**src/rtl/fp_norm_shifter.sv**
```systemverilog
// Two-stage FP align/normalize shifter with sticky and exponent range flags.
// Stage 1 resolves the shift count, stage 2 shifts and adjusts the exponent.
module fp_norm_shifter #(
  parameter int EXP_W = 8,
  parameter int MAN_W = 28,
  parameter int SH_W  = 8,
  parameter int MODE  = 0
) (
  input  logic             clk,
  input  logic             rst_n,
  input  logic             in_valid,
  output logic             in_ready,
  input  logic [EXP_W-1:0] exp,
  input  logic [MAN_W-1:0] mantis,
  input  logic [SH_W-1:0]  shift_number,
  output logic             out_valid,
  input  logic             out_ready,
  output logic [EXP_W-1:0] exp_out,
  output logic [MAN_W-1:0] mantis_out,
  output logic             sticky,
  output logic             ovf,
  output logic             unf,
  output logic             zero
);

  localparam int CW = (SH_W > EXP_W) ? SH_W : EXP_W;

  logic             r1_v;
  logic [EXP_W-1:0] r1_exp;
  logic [MAN_W-1:0] r1_man;
  logic [CW-1:0]    r1_sh;
  logic             r1_unf;
  logic             r1_nz;

  logic             r2_v;
  logic [EXP_W-1:0] r2_exp;
  logic [MAN_W-1:0] r2_man;
  logic             r2_st;
  logic             r2_ovf;
  logic             r2_unf;
  logic             r2_zero;

  logic w_s1_adv;
  logic w_s2_adv;

  assign w_s2_adv = !r2_v || out_ready;
  assign w_s1_adv = !r1_v || w_s2_adv;
  assign in_ready = w_s1_adv;

  logic [CW-1:0] w_lzc;
  logic [CW-1:0] w_sh_raw;
  logic [CW-1:0] w_sh;
  logic          w_unf;
  logic          w_nz;

  // Highest set bit wins, since it is visited last.
  always_comb begin
    w_lzc = CW'(MAN_W);
    for (int i = 0; i < MAN_W; i++) begin
      if (mantis[i]) w_lzc = CW'(MAN_W - 1 - i);
    end
  end

  always_comb begin
    w_nz     = (MODE == 2) && (mantis == '0);
    w_sh_raw = (MODE == 2) ? w_lzc : CW'(shift_number);
    w_sh     = w_sh_raw;
    w_unf    = 1'b0;
    if (MODE != 0 && w_sh_raw > CW'(exp)) begin
      w_sh  = CW'(exp);
      w_unf = !w_nz;
    end
  end

  always_ff @(posedge clk or negedge rst_n) begin
    if (!rst_n) begin
      r1_v   <= 1'b0;
      r1_exp <= '0;
      r1_man <= '0;
      r1_sh  <= '0;
      r1_unf <= 1'b0;
      r1_nz  <= 1'b0;
    end else begin
      if (w_s1_adv) r1_v <= in_valid;
      if (w_s1_adv && in_valid) begin
        r1_exp <= exp;
        r1_man <= mantis;
        r1_sh  <= w_sh;
        r1_unf <= w_unf;
        r1_nz  <= w_nz;
      end
    end
  end

  logic [2*MAN_W-1:0] w_wide;
  logic [CW:0]        w_sum;
  logic [EXP_W-1:0]   w_exp;
  logic [MAN_W-1:0]   w_man;
  logic               w_st;
  logic               w_ovf;

  always_comb begin
    w_wide = {r1_man, {MAN_W{1'b0}}} >> r1_sh;
    w_sum  = {1'b0, CW'(r1_exp)} + {1'b0, r1_sh};
    w_exp  = '0;
    w_man  = '0;
    w_st   = 1'b0;
    w_ovf  = 1'b0;
    if (MODE == 0) begin
      if (r1_sh >= CW'(MAN_W)) begin
        w_st = |r1_man;
      end else begin
        w_man = w_wide[2*MAN_W-1:MAN_W];
        w_st  = |w_wide[MAN_W-1:0];
      end
      w_ovf = |w_sum[CW:EXP_W];
      w_exp = w_ovf ? '1 : w_sum[EXP_W-1:0];
    end else begin
      if (r1_sh < CW'(MAN_W)) w_man = r1_man << r1_sh;
      w_exp = r1_nz ? '0 : r1_exp - EXP_W'(r1_sh);
    end
  end

  always_ff @(posedge clk or negedge rst_n) begin
    if (!rst_n) begin
      r2_v    <= 1'b0;
      r2_exp  <= '0;
      r2_man  <= '0;
      r2_st   <= 1'b0;
      r2_ovf  <= 1'b0;
      r2_unf  <= 1'b0;
      r2_zero <= 1'b0;
    end else begin
      if (w_s2_adv) r2_v <= r1_v;
      if (w_s2_adv && r1_v) begin
        r2_exp  <= w_exp;
        r2_man  <= w_man;
        r2_st   <= w_st;
        r2_ovf  <= w_ovf;
        r2_unf  <= r1_unf;
        r2_zero <= (w_man == '0);
      end
    end
  end

  assign out_valid  = r2_v;
  assign exp_out    = r2_exp;
  assign mantis_out = r2_man;
  assign sticky     = r2_st;
  assign ovf        = r2_ovf;
  assign unf        = r2_unf;
  assign zero       = r2_zero;

endmodule

```
**config.mk**
```make
export PLATFORM = sky130hd
export DESIGN_NAME = fp_norm_shifter
export DESIGN_NICKNAME = d
export VERILOG_FILES = /design/src/rtl/fp_norm_shifter.sv
export SDC_FILE = /design/constraint.sdc
export NUM_CORES = 1
export LEC_CHECK = 0
export CORE_ASPECT_RATIO = 0.8
export CORE_MARGIN = 10
export CORE_UTILIZATION = 45
export DETAILED_ROUTE_END_ITERATION = 8
export PLACE_DENSITY_LB_ADDON = 0.15
export SYNTH_ARGS = -nofsm -noshare
export SYNTH_HDL_FRONTEND = slang
export SYNTH_SLANG_ARGS = --single-unit
```
**constraint.sdc**
```tcl
create_clock -name clk -period 4.9 [get_ports clk]
set_input_delay 0.98 -clock clk [delete_from_list [all_inputs] [get_ports clk]]
set_output_delay 0.98 -clock clk [all_outputs]
set_load 0.05 [all_outputs]
```
Word-level counts from Yosys, hierarchy flattened:

Index checks and enable logic that the tools add are counted.

* reductions and logical operators: 9
* muxes and demuxes: 3
* add/sub/neg operators: 1
* shifts and indexed selects: 1
* order comparisons: 1

Operators by type and width (count)
* 28-bit OR reduction: 2
* 56-bit by 8-bit right shift with 56-bit output: 1
* 28-bit logical NOT: 1
* 28-bit 2-to-1 mux: 1
* 8-bit by 8-bit adder with 9-bit output: 1
* 8-bit by 5-bit >= comparator with 1-bit output, second input constant: 1
* 8-bit 2-to-1 mux: 1
* 1-bit logical AND: 2
* 1-bit logical NOT: 2
* 1-bit logical OR: 2
* 1-bit 2-to-1 mux: 1

* flip-flop bits (word level): 85
* output and inout port bits: 42
* word-level logic and storage cells: 25
* bits of input ports: 48

Depth between registers and ports, before layout:

* depth after elaboration: 4
* gate-level depth with buffers: 11
* depth with buffers taken out: 10

Worst setup path before layout:

Ideal clock, no wire load.

* path kind: input -> register
* start: input port out_ready
* end: register r1_exp[0]
* required time: 4.775 ns
* library setup time: 0.125 ns
* stages: 4
* slack: 2.168 ns
* path buffers: 1
* arrival: 2.607 ns
* path through: nand3b_1 > nand2_1 > clkbuf_1 > mux2_2

* word-level cells in the longest chain between the ends: 3

Ends and longest elaborated chain
* start, declared: RTL line 17 `input logic out_ready,`
* 1-bit logical OR: RTL line 46 `assign w_s2_adv = !r2_v || out_ready;`
* 1-bit logical OR: RTL line 47 `assign w_s1_adv = !r1_v || w_s2_adv;`
* 1-bit logical AND: RTL line 85 `if (w_s1_adv && in_valid) begin`
* end signal, assigned: RTL line 86 `r1_exp <= exp;`
* end, declared: RTL line 29 `logic [EXP_W-1:0] r1_exp;`

No other way between the ends.
A chain may end at the register's enable or synchronous reset.

Final worst setup path:

* start: input port out_ready
* end: output port in_ready

* word-level cells in the longest chain between the ends: 2

Ends and longest elaborated chain
* 1-bit logical OR: RTL line 46
* 1-bit logical OR: RTL line 47
* end, declared: RTL line 12 `output logic in_ready,`

No other way between the ends.

==> impl_metrics.tcl <==
set metrics [dict create \
    outcome "completed" \
    holdCritPathClass "reg2reg" \
    area_growth_pct 21.24 \
    timing.hold.worst.start "mantis_out[6]$_DFFE_PN0P_" \
    netlist_instances 565 \
    path_delay_family "buffers and inverters" \
    synth_cell_type_count 68 \
    die_height_um 121.5 \
    detail_route.first_pass.iterations 5 \
    hold_critical_path_depth 2 \
    cts_made_buffers 9 \
    synth_area_um2 5792 \
    numPortBuffers 88 \
    grt_pass1_vias 5019 \
    place_inst 790 \
    synth_area_per_cell_um2 10.25 \
    clkTransAtPathRegs_ns 0.07 \
    die-width_um 146.8 \
    arrival_ns 2.43 \
    critical_path_class "in2out" \
    finalSetupViolCount 0 \
    post_route_drc_violation_count 0 \
    synth-seq-area-share_pct 36.72 \
    timing.setup.tns_ns 0 \
    hold-path-endpoint "mantis_out[6]$_DFFE_PN0P_" \
    vdd_drop_max_mv 0.2073 \
    crit_path_cell_trace "clkdlybuf4s50_1 -> nand3b_1 -> clkdlybuf4s50_1" \
    setup.reg_to_reg.worst_slack_ns 1.54 \
    place.detailed.hpwl_um 12760 \
    critical_path.endpoint_type "primary output" \
    num_antenna_cells 0 \
    drv_cap 0 \
    timing.critical_path.from_type "input port" \
    synth-warning-count 0 \
    achievable-frequency_ghz 0.2929 \
    transition_time_at_the_pin_with_the_least_slew_margin_ns 1.114 \
    layout_cell_area_excl_fill_um2 7022 \
    critical_path.n_buffers_inverters 2 \
    design.die.area_um2 17840 \
    drt-total-wl_um 17350 \
    timing.final.hold_violations 0 \
    postCtsSetupRepairBufs 0 \
    grt_setup_unrepaired "false" \
    crit_path_max_fanout 3 \
    maxSlewViolCount 0 \
    drive_gt1_share_pct 17.64 \
    count_of_non_filler_cells_in_the_finished_layout 806 \
    cts_tree "built" \
    first_pass_grt_wire_length_um 27920 \
    route.vias.total 5054 \
    viasPerCell 6.270 \
    cts_max_path_buffers 2 \
    clk-insertion-delay-late_ns 0.34 \
    crit_top_cell "sky130_fd_sc_hd__clkdlybuf4s50_1" \
    pin_count_of_the_biggest_net_entering_global_routing 57 \
    fill_cells 1070 \
    cts.sinks 85 \
    antenna_left 0 \
    fin_worst_skew_ns 0.005828 \
    timing.reg2reg.worst_path_depth 8 \
    power.leakage_nw 2.771 \
    syn-num-nets 622 \
    drt-initial-drc-count 421 \
    cts_resizes 0 \
    avgRoutedWirePerCell_um 21.53 \
    global_route_usage_over_all_layers_pct 19.33 \
    yosys_register_bits 85 \
    gp_congestion 0.9127 \
    slowest_stage "sky130_fd_sc_hd__clkdlybuf4s50_1" \
    cp.required_ns 3.92 \
    slew_headroom_pct 25.44 \
    rr_endpoint "sticky$_DFFE_PN0P_" \
    ys_dominant_reg_cell "sky130_fd_sc_hd__dfrtp_1" \
    fin_util_pct 56.69 \
    worstReg2RegStart "r1_sh[0]$_DFFE_PN0P_" \
    row_count 36 \
    core_um2 12390 \
    critical-path-max-stage-delay_ns 0.83 \
    layout_worst_path_cycle_share_pct 69.69 \
    final_nets 687 \
    critical_path.startpoint "out_ready" \
    grt_antenna_before_repair 0 \
    ioPinCount 90 \
    start_util_pct 46.76 \
    period_needed_ns 3.415 \
    cts_stage_hold_buffer_count 0 \
    cts-htree-levels 3 \
    leftover_overflow_at_the_end_of_global_routing 0 \
    synth_edf_count 0 \
    synth_async_sr_flop_share_pct 100.0 \
    root_buffer "sky130_fd_sc_hd__clkbuf_16" \
    cellPowerDensity_nw_per_um2 401.7 \
    detailed_place.area_um2 6738 \
]
[where the power goes]
group,leakage (nW),total [W],switching (W),internal [W]
combinational,1.60,0.00120,0.000692,0.000504
sequential,1.04,0.000970,0.000169,0.000801
clock,0.132,0.000655,0.000295,0.000360
total,2.77,0.00282,0.00116,0.00166
[registers in the layout (all words and copies together), names as in the netlist]
register,flops
r1_v,1
zero,1
mantis_out,28
exp_out,8
r1_sh,8
sticky,1
r1_exp,8
r1_man,28
ovf,1
out_valid,1
[layer usage]
metal  share of wire (%)  vias up  routed length, um  global-route usage, %
met5                   0        -                  0                      0
met4                 1.1        0                199                  4.931
met3                 9.1       17               1577                  5.218
met2                  46      243               7944                  29.72
met1                  44     2519               7631                  26.38
li1                    -     2275                  -                      -
[synthesized netlist by cell type, types with 5 or more instances]
master	number	share of area, %
sky130_fd_sc_hd__a21oi_1	21	1.8
sky130_fd_sc_hd__a22o_1	10	1.5
sky130_fd_sc_hd__a31oi_1	13	1.4
sky130_fd_sc_hd__a32oi_1	7	1.1
sky130_fd_sc_hd__buf_2	13	1.1
sky130_fd_sc_hd__clkbuf_1	21	1.4
sky130_fd_sc_hd__dfrtp_1	85	37
sky130_fd_sc_hd__ha_1	8	1.7
sky130_fd_sc_hd__inv_1	10	0.65
sky130_fd_sc_hd__mux2_2	55	11
sky130_fd_sc_hd__mux2i_1	21	3.6
sky130_fd_sc_hd__mux4_1	10	4.5
sky130_fd_sc_hd__mux4_2	14	5.4
sky130_fd_sc_hd__nand2_1	48	3.1
sky130_fd_sc_hd__nand2b_1	11	1.2
sky130_fd_sc_hd__nand3_1	11	0.95
sky130_fd_sc_hd__nand4_1	5	0.54
sky130_fd_sc_hd__nor2_1	37	2.4
sky130_fd_sc_hd__nor2b_1	9	0.97
sky130_fd_sc_hd__nor3_1	19	1.6
sky130_fd_sc_hd__nor4_1	8	0.86
sky130_fd_sc_hd__o21ai_0	29	2.5
sky130_fd_sc_hd__o31ai_1	9	1.2
sky130_fd_sc_hd__or2_2	7	0.76
[worst max-delay path by stage]
stage / to / slack, ns / cells past startpoint
finish: in_ready / 1.49 / 3
global route: exp_out[0]$_DFFE_PN0P_ / 1.17 / 11
CTS: in_ready / 1.47 / 3
detailed placement: in_ready / 1.48 / 3
global placement: in_ready / 1.48 / 3
floorplan: r1_exp[0]$_DFFE_PN0P_ / 2.17 / 4
[tightest hold or removal path, cell delays in order (launching register included)]
cell and delay (ns):
sky130_fd_sc_hd__dfrtp_1 0.34, sky130_fd_sc_hd__nand2_1 0.05, sky130_fd_sc_hd__o21ai_0 0.06
[through the flow]
| step | total power (W) | hold WS (ns) | setup WS (ns) |
|---|---|---|---|
| 2_1_floorplan | 0.001783 | 0.4711 | 2.168 |
| 3_3_place_gp | 0.002140 | 0.4628 | 1.485 |
| 3_5_place_dp | 0.002157 | 0.4736 | 1.484 |
| 4_1_cts | 0.002825 | 0.4893 | 1.469 |
| 5_1_grt | 0.002965 | 0.5150 | 1.171 |
| 6_report | 0.002820 | 0.4839 | 1.485 |
[cells by family after synthesis]
family,Yosys count,share of synthesized area [%]
multiplexers,102,24.95
other,1,0.06475
buffers and inverters,54,4.407
flip-flops,85,36.72
AND/OR/NAND/NOR,173,14.62
AO/OA/AOI/OAI,137,16.55
XOR/XNOR,4,0.6050
adder cells (fa/ha/maj),9,2.074
[cells in the final DEF (no fill, tap or decap), types with 5 or more instances in the layout]
cell                              instances
sky130_fd_sc_hd__nand3_1                 11
sky130_fd_sc_hd__clkbuf_16                9
sky130_fd_sc_hd__mux4_1                  10
sky130_fd_sc_hd__a31oi_1                 13
sky130_fd_sc_hd__nand4_1                  5
sky130_fd_sc_hd__a32oi_1                  7
sky130_fd_sc_hd__a22o_1                  10
sky130_fd_sc_hd__dfrtp_1                 84
sky130_fd_sc_hd__nand2b_1                11
sky130_fd_sc_hd__mux2_2                  55
sky130_fd_sc_hd__mux2i_1                 21
sky130_fd_sc_hd__ha_1                     8
sky130_fd_sc_hd__a21oi_1                 21
sky130_fd_sc_hd__nor4_1                   8
sky130_fd_sc_hd__o31ai_1                  9
sky130_fd_sc_hd__buf_4                    9
sky130_fd_sc_hd__clkdlybuf4s50_1         87
sky130_fd_sc_hd__nor2_1                  37
sky130_fd_sc_hd__or2_2                    7
sky130_fd_sc_hd__nor3_1                  19
sky130_fd_sc_hd__nand2_1                 47
sky130_fd_sc_hd__nor2b_1                  9
sky130_fd_sc_hd__inv_1                   10
sky130_fd_sc_hd__o21ai_0                 29
sky130_fd_sc_hd__mux4_2                  14
[layout make-up]
class	count	area [um^2]	share of cell area, %
sequential	85	2128	30.31
timing repair buffer	96	938.4	13.36
clock buffer	10	239.0	3.403
inverter	12	45.04	0.6415
tap	171	214.0	3.047
clock inverter	6	45.04	0.6415
multi-input combinational	426	3412	48.59
Note: power is estimated with default switching activity, not from simulation.
==> RTL change (config.mk and constraints unchanged) <==
Make the reset (`rst_n`) synchronous in 2 clocked blocks.
--- a/src/rtl/fp_norm_shifter.sv
+++ b/src/rtl/fp_norm_shifter.sv
@@ -72,7 +72,7 @@
     end
   end
 
-  always_ff @(posedge clk or negedge rst_n) begin
+  always_ff @(posedge clk) begin
     if (!rst_n) begin
       r1_v   <= 1'b0;
       r1_exp <= '0;
@@ -121,7 +121,7 @@
     end
   end
 
-  always_ff @(posedge clk or negedge rst_n) begin
+  always_ff @(posedge clk) begin
     if (!rst_n) begin
       r2_v    <= 1'b0;
       r2_exp  <= '0;
Behaviour: differs if rst_n is asserted again (counterexample within 4 cycles, from zero or initial values and one cycle with rst_n low); with rst_n held inactive, the same outputs for 4 cycles.
==> RTL change against the unedited design <==
Routed wire length rose by 5.4%. Sequential cell count did not move. Clock skew rose by 4.3 ps. Die area fell by 1.0%. Global-route usage rose by 0.85 points. Synthesized cell count rose by 18%. Area after synthesis fell by 1.2%. Non-clock buffer count rose by 2. Setup slack got worse by 60 ps. Critical endpoint unchanged. Design area fell by 0.68%.
Power is not compared: it rests on default switching activity, and its combinational part moved more than twofold at a synthesized area within 25%.
==> RTL change: results <==
{
  "gp_congestion": 0.925,
  "ff_latch_area_mm2": 0.00170,
  "num-multi-input-gates": 516,
  "holdWs_ps": 464,
  "rrSetupSlack_ps": 1590,
  "status": "completed",
  "synth_async_sr_flop_share": 0,
  "yosys-mux-area-fraction": 0.207,
  "min-delay-start": "mantis_out[27]",
  "synth_compound_area_frac": 0.215,
  "hpwl_um": 13400,
  "routed_wl_um": 18300,
  "yosys-top-cells-area": "dfxtp_1 (30%), mux4_2 (11%), nand2_1 (9.1%)",
  "grt_util_all_layers": 0.202,
  "wl_met3_um": 1310,
  "clk_share": 0.0443,
  "r2r_end": "sticky",
  "fin_nets": 781,
  "synth_fp_nets": 722,
  "cp_max_fo": 5,
  "wl_met2_um": 8540,
  "reg2reg_from": "r1_sh[7]",
  "grt_pass1_wl_um": 28900,
  "grt_pass1_vias": 5254,
  "multi_input_area_mm2": 0.00373,
  "signal_buffers": 98,
  "yosysSeqAreaShare": 0.297
}
[RTL change: worst max-delay path, cell delays in order]
cell	delay, ps
clkdlybuf4s50_1	400
nor2b_1	250
nand2_1	130
clkdlybuf4s50_1	730
[RTL change: cells by family (layout without fill, tap and decap cells)]
kind of cell               after synthesis  in the layout
adders and majority gates                9              9
muxes                                   69             69
xor gates and xnor gates                 5              5
buffers and inverters                   64            128
and+or+nand+nor                        257            257
other                                    1              1
AOI/OAI and AO/OA                      175            175
DFF                                     85             85
[RTL change: stage by stage]
step	setup WS [ps]	total power [uW]	instances	cell area, um2
after global routing	1330	2060	900	6970
after floorplan	2380	1110	665	5720
after CTS	1420	1980	900	6970
after global placement	1460	1270	884	6670
after detailed placement	1420	1270	884	6670
final	1430	1980	900	6970
[RTL change: per-layer routing]
layer	global-route usage	up-vias
met4	0.0487	0
met5	0	-
met2	0.324	201
met1	0.272	2690
met3	0.0436	19
li1	-	2548
